===== config.mk =====
export PLATFORM = sky130hd
export DESIGN_NAME = rvc_instr_aligner
export DESIGN_NICKNAME = d
export VERILOG_FILES = /design/src/rtl/rvc_align_pkg.sv /design/src/rtl/rvc_instr_aligner.sv
export SDC_FILE = /design/constraint.sdc
export NUM_CORES = 1
export LEC_CHECK = 0
export ABC_AREA = 1
export BUFFER_PORTS_ARGS = -buffer_cell sky130_fd_sc_hd__buf_2
export CORE_ASPECT_RATIO = 1.1
export CORE_MARGIN = 4
export CORE_UTILIZATION = 57
export DETAILED_ROUTE_END_ITERATION = 8
export GPL_TIMING_DRIVEN = 0
export HOLD_SLACK_MARGIN = 0.06
export MAX_ROUTING_LAYER = met4
export PLACE_DENSITY = 0.85
export SLEW_MARGIN = 20
export SYNTH_ARGS = -nofsm -noshare
export SYNTH_HDL_FRONTEND = slang
export SYNTH_SLANG_ARGS = --single-unit

===== constraint.sdc =====
create_clock -name aclk -period 2.6 [get_ports aclk]
set_input_delay 0.52 -clock aclk [delete_from_list [all_inputs] [get_ports aclk]]
set_output_delay 0.52 -clock aclk [all_outputs]
set_load 0.02 [all_outputs]

===== src/rtl/rvc_align_pkg.sv =====
// Shared types and helpers for the RV32IC instruction aligner.
// Holds the halfword buffer state encoding and the compressed-instruction test.
package rvc_align_pkg;

  typedef enum logic [1:0] {
    EMPTY      = 2'b00,
    HALF       = 2'b01,
    FULL       = 2'b10,
    EMPTY_SKIP = 2'b11
  } align_state_e;

  localparam logic [1:0] RVC_REGULAR = 2'b11;

  function automatic logic is_compressed(input logic [15:0] hw);
    return hw[1:0] != RVC_REGULAR;
  endfunction

endpackage


===== src/rtl/rvc_instr_aligner.sv =====
// RV32IC fetch-word to instruction aligner: takes 32-bit word-aligned fetch
// words (fetch_valid/fetch_ready, fetch_data, fetch_pc) and emits one aligned
// 16- or 32-bit instruction per handshake (instr_valid/instr_ready,
// instr_data, instr_pc, instr_comp). flush/flush_half redirect the stream;
// aclk is the clock and areset an asynchronous active-high reset.
module rvc_instr_aligner
  import rvc_align_pkg::*;
#(
  parameter int PC_W = 32
) (
  input  logic            aclk,
  input  logic            areset,
  input  logic            flush,
  input  logic            flush_half,
  input  logic            fetch_valid,
  output logic            fetch_ready,
  input  logic [31:0]     fetch_data,
  input  logic [PC_W-1:0] fetch_pc,
  output logic            instr_valid,
  input  logic            instr_ready,
  output logic [31:0]     instr_data,
  output logic [PC_W-1:0] instr_pc,
  output logic            instr_comp
);

  align_state_e    state_q, state_d;
  logic [31:0]     hbuf_q, hbuf_d;
  logic [PC_W-1:0] hpc_q, hpc_d;
  logic            ready_c;
  logic [15:0]     lo;
  logic            comp;

  assign lo   = hbuf_q[15:0];
  assign comp = is_compressed(lo);

  // No fetch word may be taken while reset is held.
  assign fetch_ready = ready_c & ~areset;

  always_comb begin
    state_d     = state_q;
    hbuf_d      = hbuf_q;
    hpc_d       = hpc_q;
    ready_c     = 1'b0;
    instr_valid = 1'b0;
    instr_data  = '0;
    instr_pc    = '0;
    instr_comp  = 1'b0;
    unique case (state_q)
      EMPTY: begin
        ready_c = 1'b1;
        if (fetch_valid) begin
          hbuf_d  = fetch_data;
          hpc_d   = fetch_pc;
          state_d = FULL;
        end
      end
      EMPTY_SKIP: begin
        ready_c = 1'b1;
        if (fetch_valid) begin
          hbuf_d[15:0] = fetch_data[31:16];
          hpc_d        = fetch_pc + PC_W'(2);
          state_d      = HALF;
        end
      end
      FULL: begin
        instr_valid = 1'b1;
        instr_pc    = hpc_q;
        instr_comp  = comp;
        instr_data  = comp ? {16'h0, lo} : hbuf_q;
        if (instr_ready) begin
          if (comp) begin
            hbuf_d[15:0] = hbuf_q[31:16];
            hpc_d        = hpc_q + PC_W'(2);
            state_d      = HALF;
          end else begin
            hpc_d   = hpc_q + PC_W'(4);
            state_d = EMPTY;
          end
        end
      end
      HALF: begin
        ready_c    = instr_ready;
        instr_pc   = hpc_q;
        instr_comp = comp;
        if (comp) begin
          instr_valid = 1'b1;
          instr_data  = {16'h0, lo};
          if (instr_ready) begin
            if (fetch_valid) begin
              hbuf_d  = fetch_data;
              hpc_d   = fetch_pc;
              state_d = FULL;
            end else begin
              hpc_d   = hpc_q + PC_W'(2);
              state_d = EMPTY;
            end
          end
        end else begin
          // Upper half of a straddling instruction comes straight from the
          // fetch port, so it is only valid while a word is offered.
          instr_valid = fetch_valid;
          instr_data  = {fetch_data[15:0], lo};
          if (instr_ready && fetch_valid) begin
            hbuf_d[15:0] = fetch_data[31:16];
            hpc_d        = fetch_pc + PC_W'(2);
          end
        end
      end
      default: state_d = EMPTY;
    endcase
    if (flush) begin
      instr_valid = 1'b0;
      ready_c     = 1'b0;
      hbuf_d      = hbuf_q;
      hpc_d       = hpc_q;
      state_d     = flush_half ? EMPTY_SKIP : EMPTY;
    end
  end

  always_ff @(posedge aclk or posedge areset) begin
    if (areset) begin
      state_q <= EMPTY;
      hbuf_q  <= '0;
      hpc_q   <= '0;
    end else begin
      state_q <= state_d;
      hbuf_q  <= hbuf_d;
      hpc_q   <= hpc_d;
    end
  end

endmodule


==> metrics.md, run 1 <==
| Metric | Value |
|---|---|
| DRT antenna net count | 0 |
| Worst endpoint required time | between 2 and 2.5 ns |
| Slew Limit Fails | 0 |
| Die width | 112.7 um |
| RSZ-0062 raised after global routing | yes |
| Arr. time, crit path | 2.04 ns |
| M1 WL | 9.997 mm |
| Setup TNS | 0 ns |
| Slowest CP cell | dfrtp_1 |
| Pwr dens | about 1200 nW/um^2 |
| Area delta synth->final | 19.93% |
| Mapped Area | ~6900 sq um |
| Pre-CTS setup slack | -0.4848 ns |
| Seq/Total Area, Yosys | 0.2405 |
| Num CTS Buffers | 9 |
| Register bit total from synthesis | 66 |
| CTS tree | done |
| R2R setup slack | 0.15 ns |
| Int Pwr | 4.658 mW |
| Reg2Reg Depth | 14 |
| Later-pin clock latency in the skew report | 0.36 ns |
| Fillers | approximately 1100 |
| First-pass GRT wire length | around 43 mm |
| # DRC | 0 |
| Row cnt | 41 |
| Count of final setup violators | 0 |
| Async SR Flop Fraction | 1.000 |
| NumNets Final | 1399 |
| Die Area | between 10000 and 15000 sq um |
| MaxCap Viol Count | 0 |
| Critical R2R Capture | hpc_q[22] |
| Net Count, Synth | around 1200 |
| IO Pins | 137 |
| Clock power share | 0.146 |
| Vias | around 8900 |
| Tmin final | 2.565 ns |
| Status | complete, no violations |
| LEAKAGE | 4.357 nW |
| Crit end category | output pin |
| Syn_area_per_cell | 5.870 sq um |
| Syn. warnings | 0 |
| Delay-heaviest family, CP | buffers and inverters |
| Comb pwr share | 0.652 |
| Cells after Synth | 1170 |
| Port bufs | between 100 and 150 |
| Fmax | 389.9 MHz |
| Worst Path Buf+Inv | 3 |
| WL final | 27.92 mm |
| HPWL after DPL | between 20 and 25 mm |
| Clk sink count | 66 |
| Fin. Hold Viols | 0 |
| Pin count of the biggest net entering global routing | 40 |
| Slew headroom | 0.5183 |
| H-tree depth | 3 |
| Hold crit path type | in2async |
| R2R Path Start | state_q[1] |
| Vias per std cell | approximately 6.0 |
| All-Layer GR Usage | 0.4082 |
| Largest fanout on the critical path | 9 |
| Clock buffer depth | 2 |
| CTS Hold Buffers Added | 0 |
| Part of the cycle the worst path needs | 0.9864 |
| Vias in the first global route | 8203 |
| VDD IR max | 0.7731 mV |
| Per-cell routed wire length | 18.91 um |
| GRT overflow | 0 |
| Initial Util | 0.5898 |
| CP startpoint kind | register |
| Clock Pin Slew Worst Setup and Hold Paths | 0.06 ns |
| Cell chain of the critical path | inv_1, ha_1, clkinv_1, a211oi_1, buf_2 |
| Initial antenna violation count | 0 |
| Area contributors post-synth | dfrtp_1, nand2_1, inv_1 |
| Routability cong. | 1.064 |
| Sw frac | 0.5429 |
| Critical Path Stages | 5 |
| Critical path class | reg2out |
| Core Region | 11640 sq um |
| Layout cells sized above 1 | 0.1771 |
| Die Height | 123.1 um |
| Clock Skew | 0.008955 ns |
| Router iterations before antenna repair | 6 |
| Iteration-0 DRC count of the detailed router | 1216 |
| Area leader, netlist | dfrtp_1 |
| Fin worst setup slack | 0.03547 ns |
| Root buffer cell | clkbuf_16 |
| Psw | 5.532 mW |
| Post-synth top area share | 0.2405 |
| Worst-margin pin slew | just over 0.7 ns |
| WL met3 | 3.320 mm |
| Top routing layer in use | met4 |
| Cell variety after synth | 48 |
| Post-synth EDFFs | 0 |
| Main synth FF type | dfrtp_1 |
| Max stage delay on crit path | 0.41 ns |
| Seq pwr share | 0.203 |
| Antenna diodes | 0 |
| Met2 wire len | 12.57 mm |
[per-stage QoR]
stage,instances,power [mW],hold slack (ns),area [sq um],util
2_1_floorplan,1170,6.252,0.4524,6868,-
3_3_place_gp,1455,8.137,0.4694,7731,0.6639
3_5_place_dp,1456,8.233,0.4776,7761,0.6665
4_1_cts,1472,9.824,0.1840,8152,0.7000
5_1_grt,1477,10.86,0.2110,8237,0.7073
6_report,1477,10.19,0.1730,8237,0.7073
[layout make-up]
class / count / area (sq um) / share of cell area
sequential: 66 / 1652 / 0.2005
clock buffer: 10 / 229.0 / 0.02780
clock inverter: 6 / 115.1 / 0.01398
tap: 150 / 187.7 / 0.02279
inverter: 170 / 640.6 / 0.07778
multi-input combinational: 887 / 4398 / 0.5340
timing repair buffer: 142 / 750.7 / 0.09114
buffer: 46 / 264.0 / 0.03205
[layout by cell type, fill, tap and decap left out, types with 3 or more instances in the layout]
cell type    n
bufinv_16    3
a31oi_1      7
nand4_1     16
xor2_1      10
clkbuf_16    9
clkbuf_4     5
nand2_2      3
nor2_1     134
o211ai_1     5
o31ai_1      3
dfrtp_1     66
clkbuf_1    14
a22oi_1     22
buf_4       10
a21boi_0     3
nand2_1    341
inv_2        7
nor2_4       6
o21ai_1     20
nand3_1     92
nor3_1      11
o21ai_0     61
buf_2      149
inv_1      161
ha_1         5
buf_6        5
mux2_4       4
mux2_2       9
nor2_2       6
a21oi_1     66
o22ai_1     20
a21boi_1     4
clkbuf_2     4
a22o_1      13
o221ai_1     3
[power by group through the flow]
stage	clock, mW	sequential [mW]	combinational (mW)
final	1.48	2.06	6.64
after global routing	1.52	2.11	7.23
after floorplan	0	1.85	4.40
after CTS	1.46	2.03	6.33
after detailed placement	0	2.04	6.20
after global placement	0	2.02	6.11
[how the worst max path moves through the flow]
stage,start,to,slack [ns]
finish,state_q[0],instr_valid,0.04
global route,state_q[0],instr_data[17],-0.05
CTS,state_q[1],instr_data[18],-0.02
detailed placement,state_q[0],instr_data[18],-0.48
global placement,areset,hpc_q[19],-0.67
floorplan,state_q[0],fetch_ready,0.31
[Yosys cell counts, types with 4 or more instances]
master      n
nand2_1   341
inv_1     162
nor2_1    135
nand3_1    92
a21oi_1    66
dfrtp_1    66
o21ai_0    61
a22oi_1    22
clkbuf_1   22
o21ai_1    21
o22ai_1    20
buf_2      16
nand4_1    16
a22o_1     13
nor3_1     11
xor2_1     10
mux2_2      9
nor2_2      8
a31oi_1     7
ha_1        7
inv_2       7
o211ai_1    5
a21boi_1    4
mux2_4      4
[worst register-to-register path, cell delays in order, from the launching register on]
cell      delay [ns]
dfrtp_1         0.41
inv_1           0.14
ha_2            0.30
inv_2           0.13
nor2_4          0.22
inv_2           0.10
nand2_4         0.09
inv_2           0.05
o21ai_2         0.17
nor2_2          0.12
inv_2           0.11
clkbuf_4        0.23
a21oi_1         0.06
nand2_1         0.14
nand2_1         0.07
[state kept, by name, summed over array words and instances (netlist names)]
| signal | count |
|---|---|
| hbuf_q | 32 |
| hpc_q | 32 |
| state_q | 2 |
[what timing repair did]
item,in CTS,in global routing
setup endpoints to repair,64,60
pin swaps,1,2
buffers inserted,1,5
hold endpoints to repair,0,0
resized for setup,18,15
[layer usage]
layer | vias up | global-route usage
met2 | 702 | 0.6493
met4 | 0 | 0.2539
li1 | 4126 | -
met5 | - | -
met1 | 3893 | 0.4894
met3 | 172 | 0.06070
[logic make-up (layout without fill, tap and decap cells)]
family / Yosys count / count (layout) / synth area share
fa+ha+maj: 7 / 7 / 0.01275
xor+xnor: 12 / 12 / 0.01530
simple gates: 618 / 618 / 0.3748
mux: 13 / 13 / 0.02350
flops: 66 / 66 / 0.2405
compound gates: 237 / 237 / 0.2068
buf+inv: 217 / 374 / 0.1264
Note: power is estimated with default switching activity, not from simulation.
==> run 2, diff against run 1 <==
Settings changed: SETUP_SLACK_MARGIN set to 0.2.
==> metrics.md, run 2 (synthesis gave the netlist of run 1 again) <==
| Metric | Value |
|---|---|
| Later-pin clock latency in the skew report | 0.35 ns (about the same) |
| Worst endpoint required time | 2.08 ns (about the same) |
| Clk sink count | 66 (unchanged) |
| WHS | 0.1764 ns (+0.003380 ns) |
| Max stage delay on crit path | 0.39 ns (-0.02 ns) |
| Tmin final | 2.490 ns (-0.07438 ns) |
| LEAKAGE | 4.513 nW (+3.6%) |
| Fin worst setup slack | 0.1098 ns (+0.07438 ns) |
| WL final | 29.94 mm (+7.2%) |
| Psw | 5.876 mW (+6.2%) |
| Initial antenna violation count | 0 (unchanged) |
| Pwr dens | 1262 nW/um^2 (+2.0%) |
| CP startpoint kind | register |
| Cell chain of the critical path | inv_2, ha_2, clkbuf_8, buf_6, a22o_1, nand2_4, inv_2, buf_6 |
| Fillers | 983 (-8.8%) |
| Sw frac | 0.5430 (about the same) |
| Vias per std cell | 6.289 (+4.4%) |
| Slowest CP cell | dfrtp_1 |
| Initial Util | 0.5898 (unchanged) |
| Seq pwr share | 0.193 (-0.010) |
| GRT overflow | 0 (unchanged) |
| CTS tree | done |
| Comb pwr share | 0.670 (+0.018) |
| Slew Limit Fails | 0 (unchanged) |
| Count of final setup violators | 0 (unchanged) |
| Delay-heaviest family, CP | buffers and inverters |
| Fmax | 401.6 MHz (+3.0%) |
| Pin count of the biggest net entering global routing | 40 (unchanged) |
| Area after DPL | 7761 sq um (unchanged) |
| H-tree depth | 3 (unchanged) |
| Router iterations before antenna repair | 8 (+2) |
| Crit end category | output pin |
| Fin area | 8577 sq um (+4.1%) |
| Vias in the first global route | 8320 (+1.4%) |
| Slew headroom | 0.5060 (-0.01225) |
| Vias | 9307 (+4.7%) |
| Top flop regs | hbuf_q: 32 flops, hpc_q: 32 flops, state_q: 2 flops |
| Clock Skew | 0.006239 ns (-0.002715 ns) |
| Die width | 112.7 um (unchanged) |
| Most frequent cells in the layout | nand2_1, inv_1, nor2_1, buf_2, nand3_1 |
| Row cnt | 41 (unchanged) |
| Clock power share | 0.137 (-0.009) |
| Worst-margin pin slew | 0.7410 ns (+0.02389 ns) |
| NumNets Final | 1402 (+0.21%) |
| Core Region | 11640 sq um (unchanged) |
| Clock Pin Slew Worst Setup and Hold Paths | 0.06 ns (about the same) |
| VDD IR max | 0.9143 mV (+18%) |
| First-pass GRT wire length | 43.27 mm (+0.66%) |
| Port bufs | 135 (unchanged) |
| Total power | 10.82 mW (+6.2%) |
| Reg area | 1653 sq um (about the same) |
| Hold crit path type | in2async |
| Arr. time, crit path | 1.97 ns (-0.07 ns) |
| Layout cells sized above 1 | 0.2083 (+0.03118) |
| Num CTS Buffers | 9 (unchanged) |
| Status | complete, no violations |
| Antenna diodes | 0 (unchanged) |
| Critical path class | reg2out |
| Per-cell routed wire length | 20.23 um (+7.0%) |
| Fin. Hold Viols | 0 (unchanged) |
| # DRC | 0 (unchanged) |
| Root buffer cell | clkbuf_16 |
| HPWL after DPL | 20.76 mm (unchanged) |
| MaxCap Viol Count | 0 (unchanged) |
| Worst Path Buf+Inv | 5 (+2) |
| DRT antenna net count | 0 (unchanged) |
| Routability cong. | 1.064 (unchanged) |
| Die Area | 13870 sq um (unchanged) |
| IO Pins | 137 (unchanged) |
| Part of the cycle the worst path needs | 0.9578 (-0.02861) |
| Iteration-0 DRC count of the detailed router | 1323 (+8.8%) |
| Post-Route Utilization | 0.7365 (+0.02923) |
| Int Pwr | 4.945 mW (+6.2%) |
| Pre-CTS setup slack | -0.4848 ns (unchanged) |
| Largest fanout on the critical path | 10 (+1) |
| Die Height | 123.1 um (unchanged) |
| Clock buffer depth | 2 (unchanged) |
| CTS Hold Buffers Added | 0 (unchanged) |
| RSZ-0062 raised after global routing | yes |
| Area delta synth->final | 24.89% |
| Commonest non-fill, non-tap cell in the layout | nand2_1 |
| Multi-input gate area | 4528 sq um (+3.0%) |
| All-Layer GR Usage | 0.4120 (+0.003777) |
==> run 2: layout make-up <==
type,instances,area share
inverter,170,0.07571
buffer,47,0.03764
clock buffer,10,0.02670
timing repair buffer,144,0.1040
multi-input combinational,887,0.5279
tap,150,0.02188
sequential,66,0.1927
clock inverter,6,0.01342
==> run 2: routing by layer <==
layer | vias up | part of all wire | global-route usage
met5 | - | 0 | -
met4 | 0 | 0.075 | 0.2690
li1 | 4125 | - | -
met3 | 216 | 0.13 | 0.07391
met1 | 4146 | 0.34 | 0.4859
met2 | 820 | 0.46 | 0.6493
==> run 2: final timing paths <==
| check | from | endpoint | slack [ns] | cells after the start |
|---|---|---|---|---|
| min in group aclk | fetch_data[26] | hbuf_q[26] | 0.42 | 2 |
| max in group asynchronous | areset | hpc_q[2] | 1.85 | 3 |
| hold reg to reg | hbuf_q[31] | hbuf_q[31] | 0.50 | 2 |
| hold / removal | areset | hbuf_q[24] | 0.18 | 2 |
| setup reg to reg | state_q[1] | hbuf_q[7] | 0.20 | 7 |
| setup / recovery | state_q[0] | instr_data[23] | 0.11 | 8 |
==> run 2: power groups by stage <==
| stage | sequential, mW | clock, mW | combinational, mW |
|---|---|---|---|
| after CTS | 2.03 | 1.46 | 6.50 |
| final | 2.09 | 1.48 | 7.25 |
| after floorplan | 1.85 | 0 | 4.40 |
| after detailed placement | 2.04 | 0 | 6.20 |
| after global placement | 2.02 | 0 | 6.11 |
| after global routing | 2.13 | 1.52 | 7.77 |
==> run 2: through the flow <==
stage,setup TNS (ns),instances
2_1_floorplan,0,1170
3_3_place_gp,-50.01,1455
3_5_place_dp,-6.355,1456
4_1_cts,0,1477
5_1_grt,0,1480
6_report,0,1480
==> run 2: what timing repair did <==
action                                  CTS  global route
buffers inserted                          4             3
pin swaps                                 2            14
hold endpoints to repair                  0             0
gates cloned                              1             0
resized for setup                        41           103
endpoints found under the setup margin   81            81
==> run 3, diff against run 2 <==
Settings changed: CORE_MARGIN 4 to 2, RECOVER_POWER set to 25, SETUP_SLACK_MARGIN 0.2 to not set.
==> metrics.md, run 3 (synthesis gave the netlist of run 1 again) <==
| Metric | Value |
|---|---|
| Iteration-0 DRC count of the detailed router | 1128 (-15%) |
| Slew headroom | -0.08272 (-0.5887) |
| Crit end category | output pin |
| Commonest non-fill, non-tap cell in the layout | nand2_1 |
| CP startpoint kind | register |
| Setup TNS | -0.02667 ns (-0.02667 ns) |
| Post-Route Utilization | 0.6909 (-0.04564) |
| First-pass GRT wire length | 43.66 mm (+0.91%) |
| Antenna diodes | 0 (unchanged) |
| Hold Startpoint | fetch_pc[0] |
| Vias per std cell | 6.059 (-3.7%) |
| Pwr dens | 1241 nW/um^2 (-1.6%) |
| Root buffer cell | clkbuf_16 |
| Clock Pin Slew Worst Setup and Hold Paths | 0.06 ns (about the same) |
| Status | finished, violations left |
| HPWL after DPL | 21.38 mm (+3.0%) |
| Layout cells sized above 1 | 0.1760 (-0.03229) |
| Fin area | 8205 sq um (-4.3%) |
| All-Layer GR Usage | 0.4546 (+0.04265) |
| WL final | 28.41 mm (-5.1%) |
| Vias | 8955 (-3.8%) |
| Vias in the first global route | 8401 (+0.97%) |
| Clock Skew | 0.008167 ns (+0.001928 ns) |
| Fillers | 1150 (+17%) |
| Later-pin clock latency in the skew report | 0.35 ns (about the same) |
| WHS | 0.4177 ns (+0.2413 ns) |
| Per-cell routed wire length | 19.22 um (-5.0%) |
| Num CTS Buffers | 9 (unchanged) |
| Tmin final | 2.627 ns (+0.1365 ns) |
| RSZ-0062 raised after global routing | yes |
| CTS Hold Buffers Added | 0 (unchanged) |
| Core Region | 11880 sq um (+2.0%) |
| Router iterations before antenna repair | 7 (-1) |
| NumNets Final | 1396 (-0.43%) |
| Fin. Hold Viols | 0 (unchanged) |
| Die Height | 119.1 um (-3.2%) |
| Row cnt | 42 (+2.4%) |
| Hold crit path type | in2reg |
| DRT antenna net count | 0 (unchanged) |
| Port bufs | 135 (unchanged) |
| Max stage delay on crit path | 0.39 ns (about the same) |
| Area delta synth->final | 19.48% |
| Most frequent cells in the layout | nand2_1, inv_1, buf_2, nor2_1, nand3_1 |
| Slew Limit Fails | 35 (+35) |
| MaxCap Viol Count | 1 (+1) |
| Die width | 108.7 um (-3.6%) |
| H-tree depth | 3 (unchanged) |
| # DRC | 0 (unchanged) |
| IO Pins | 137 (unchanged) |
| Critical path class | reg2out |
| Count of final setup violators | 1 (+1) |
| Failing checks | max-capacitance violations, max-slew violations, negative setup slack |
| Fmax | 380.7 MHz (-5.2%) |
| Worst-margin pin slew | 1.615 ns (+0.8742 ns) |
| Clk sink count | 66 (unchanged) |
| Initial antenna violation count | 0 (unchanged) |
| Routability cong. | 1.026 (-3.5%) |
| Pin count of the biggest net entering global routing | 35 (-13%) |
| Fin worst setup slack | -0.02667 ns (-0.1365 ns) |
| R2R Path Start | state_q[1] |
| Die Area | 12940 sq um (-6.7%) |
| Part of the cycle the worst path needs | 1.010 (+0.05251) |
| Largest fanout on the critical path | 9 (-1) |
| GRT overflow | 0 (unchanged) |
| LEAKAGE | 4.345 nW (-3.7%) |
| CTS tree | done |
| Area after DPL | 7759 sq um (about the same) |
| Worst endpoint required time | 2.08 ns (about the same) |
| Clock buffer depth | 2 (unchanged) |
| Worst Setup SP | state_q[0] |
| Initial Util | 0.5783 (-0.01149) |
| Top flop regs | hbuf_q: 32 flops, hpc_q: 32 flops, state_q: 2 flops |
| Pre-CTS setup slack | -0.6077 ns (-0.1229 ns) |
| Cell chain of the critical path | inv_1, ha_1, clkinv_1, a211oi_1, buf_2 |
| Slowest CP cell | dfrtp_1 |
| Arr. time, crit path | 2.11 ns (+0.14 ns) |
| VDD IR max | 0.7700 mV (-16%) |
run 3: metrics by stage:
stage,power (mW),instances
4_1_cts,9.854,1475
5_1_grt,10.81,1478
3_3_place_gp,8.153,1459
2_1_floorplan,6.252,1170
6_report,10.18,1478
3_5_place_dp,8.258,1460
run 3: area by class of cell:
type	instances	area [sq um]	share of cell area
clock inverters	6	115.1	0.01403
plain buffers	45	249.0	0.03034
clock buffers	10	229.0	0.02790
well taps	154	192.7	0.02348
flip-flops and latches	66	1653	0.2014
inverters	170	639.4	0.07792
multi-input cells	887	4405	0.5369
repair buffers	140	721.9	0.08798
run 3: final timing paths:
path	to	slack [ns]	cells after the start
worst max-delay path	instr_valid	-0.03	5
worst min-delay path	hpc_q[0]	0.42	3
worst max register to register	hpc_q[7]	0.12	11
worst min register to register	hbuf_q[31]	0.50	2
max in group asynchronous	hpc_q[29]	0.47	3
min in group asynchronous	hbuf_q[24]	0.57	2
run 3: metal layers:
metal	vias to the layer above	GRT usage	routed length [um]	part of all wire
met5	-	-	0	0
met2	673	0.7012	12710	0.45
met1	3986	0.5406	10560	0.37
li1	4126	-	-	-
met4	0	0.3005	2165	0.076
met3	170	0.07827	2979	0.10
run 3: critical path, delay by kind of cell (launching register included):
| family | cells | cell delay (ns) |
|---|---|---|
| buffers and inverters | 3 | 0.76 |
| flip-flops | 1 | 0.39 |
| AO/OA/AOI/OAI | 1 | 0.38 |
| adder cells (fa/ha/maj) | 1 | 0.22 |
run 3: timing repair:
item	4_1_cts	5_1_grt
pin swaps	0	2
resized for setup	18	13
setup endpoints to repair	64	55
gates cloned	0	0
setup buffers	1	3
run 3: power breakdown:
group	switching, mW	internal, mW	total, mW	leakage [nW]
Sequential	0.571	1.51	2.08	0.807
Clock	0.532	0.942	1.47	0.163
Combinational	4.44	2.20	6.64	3.38
Total	5.54	4.64	10.2	4.35
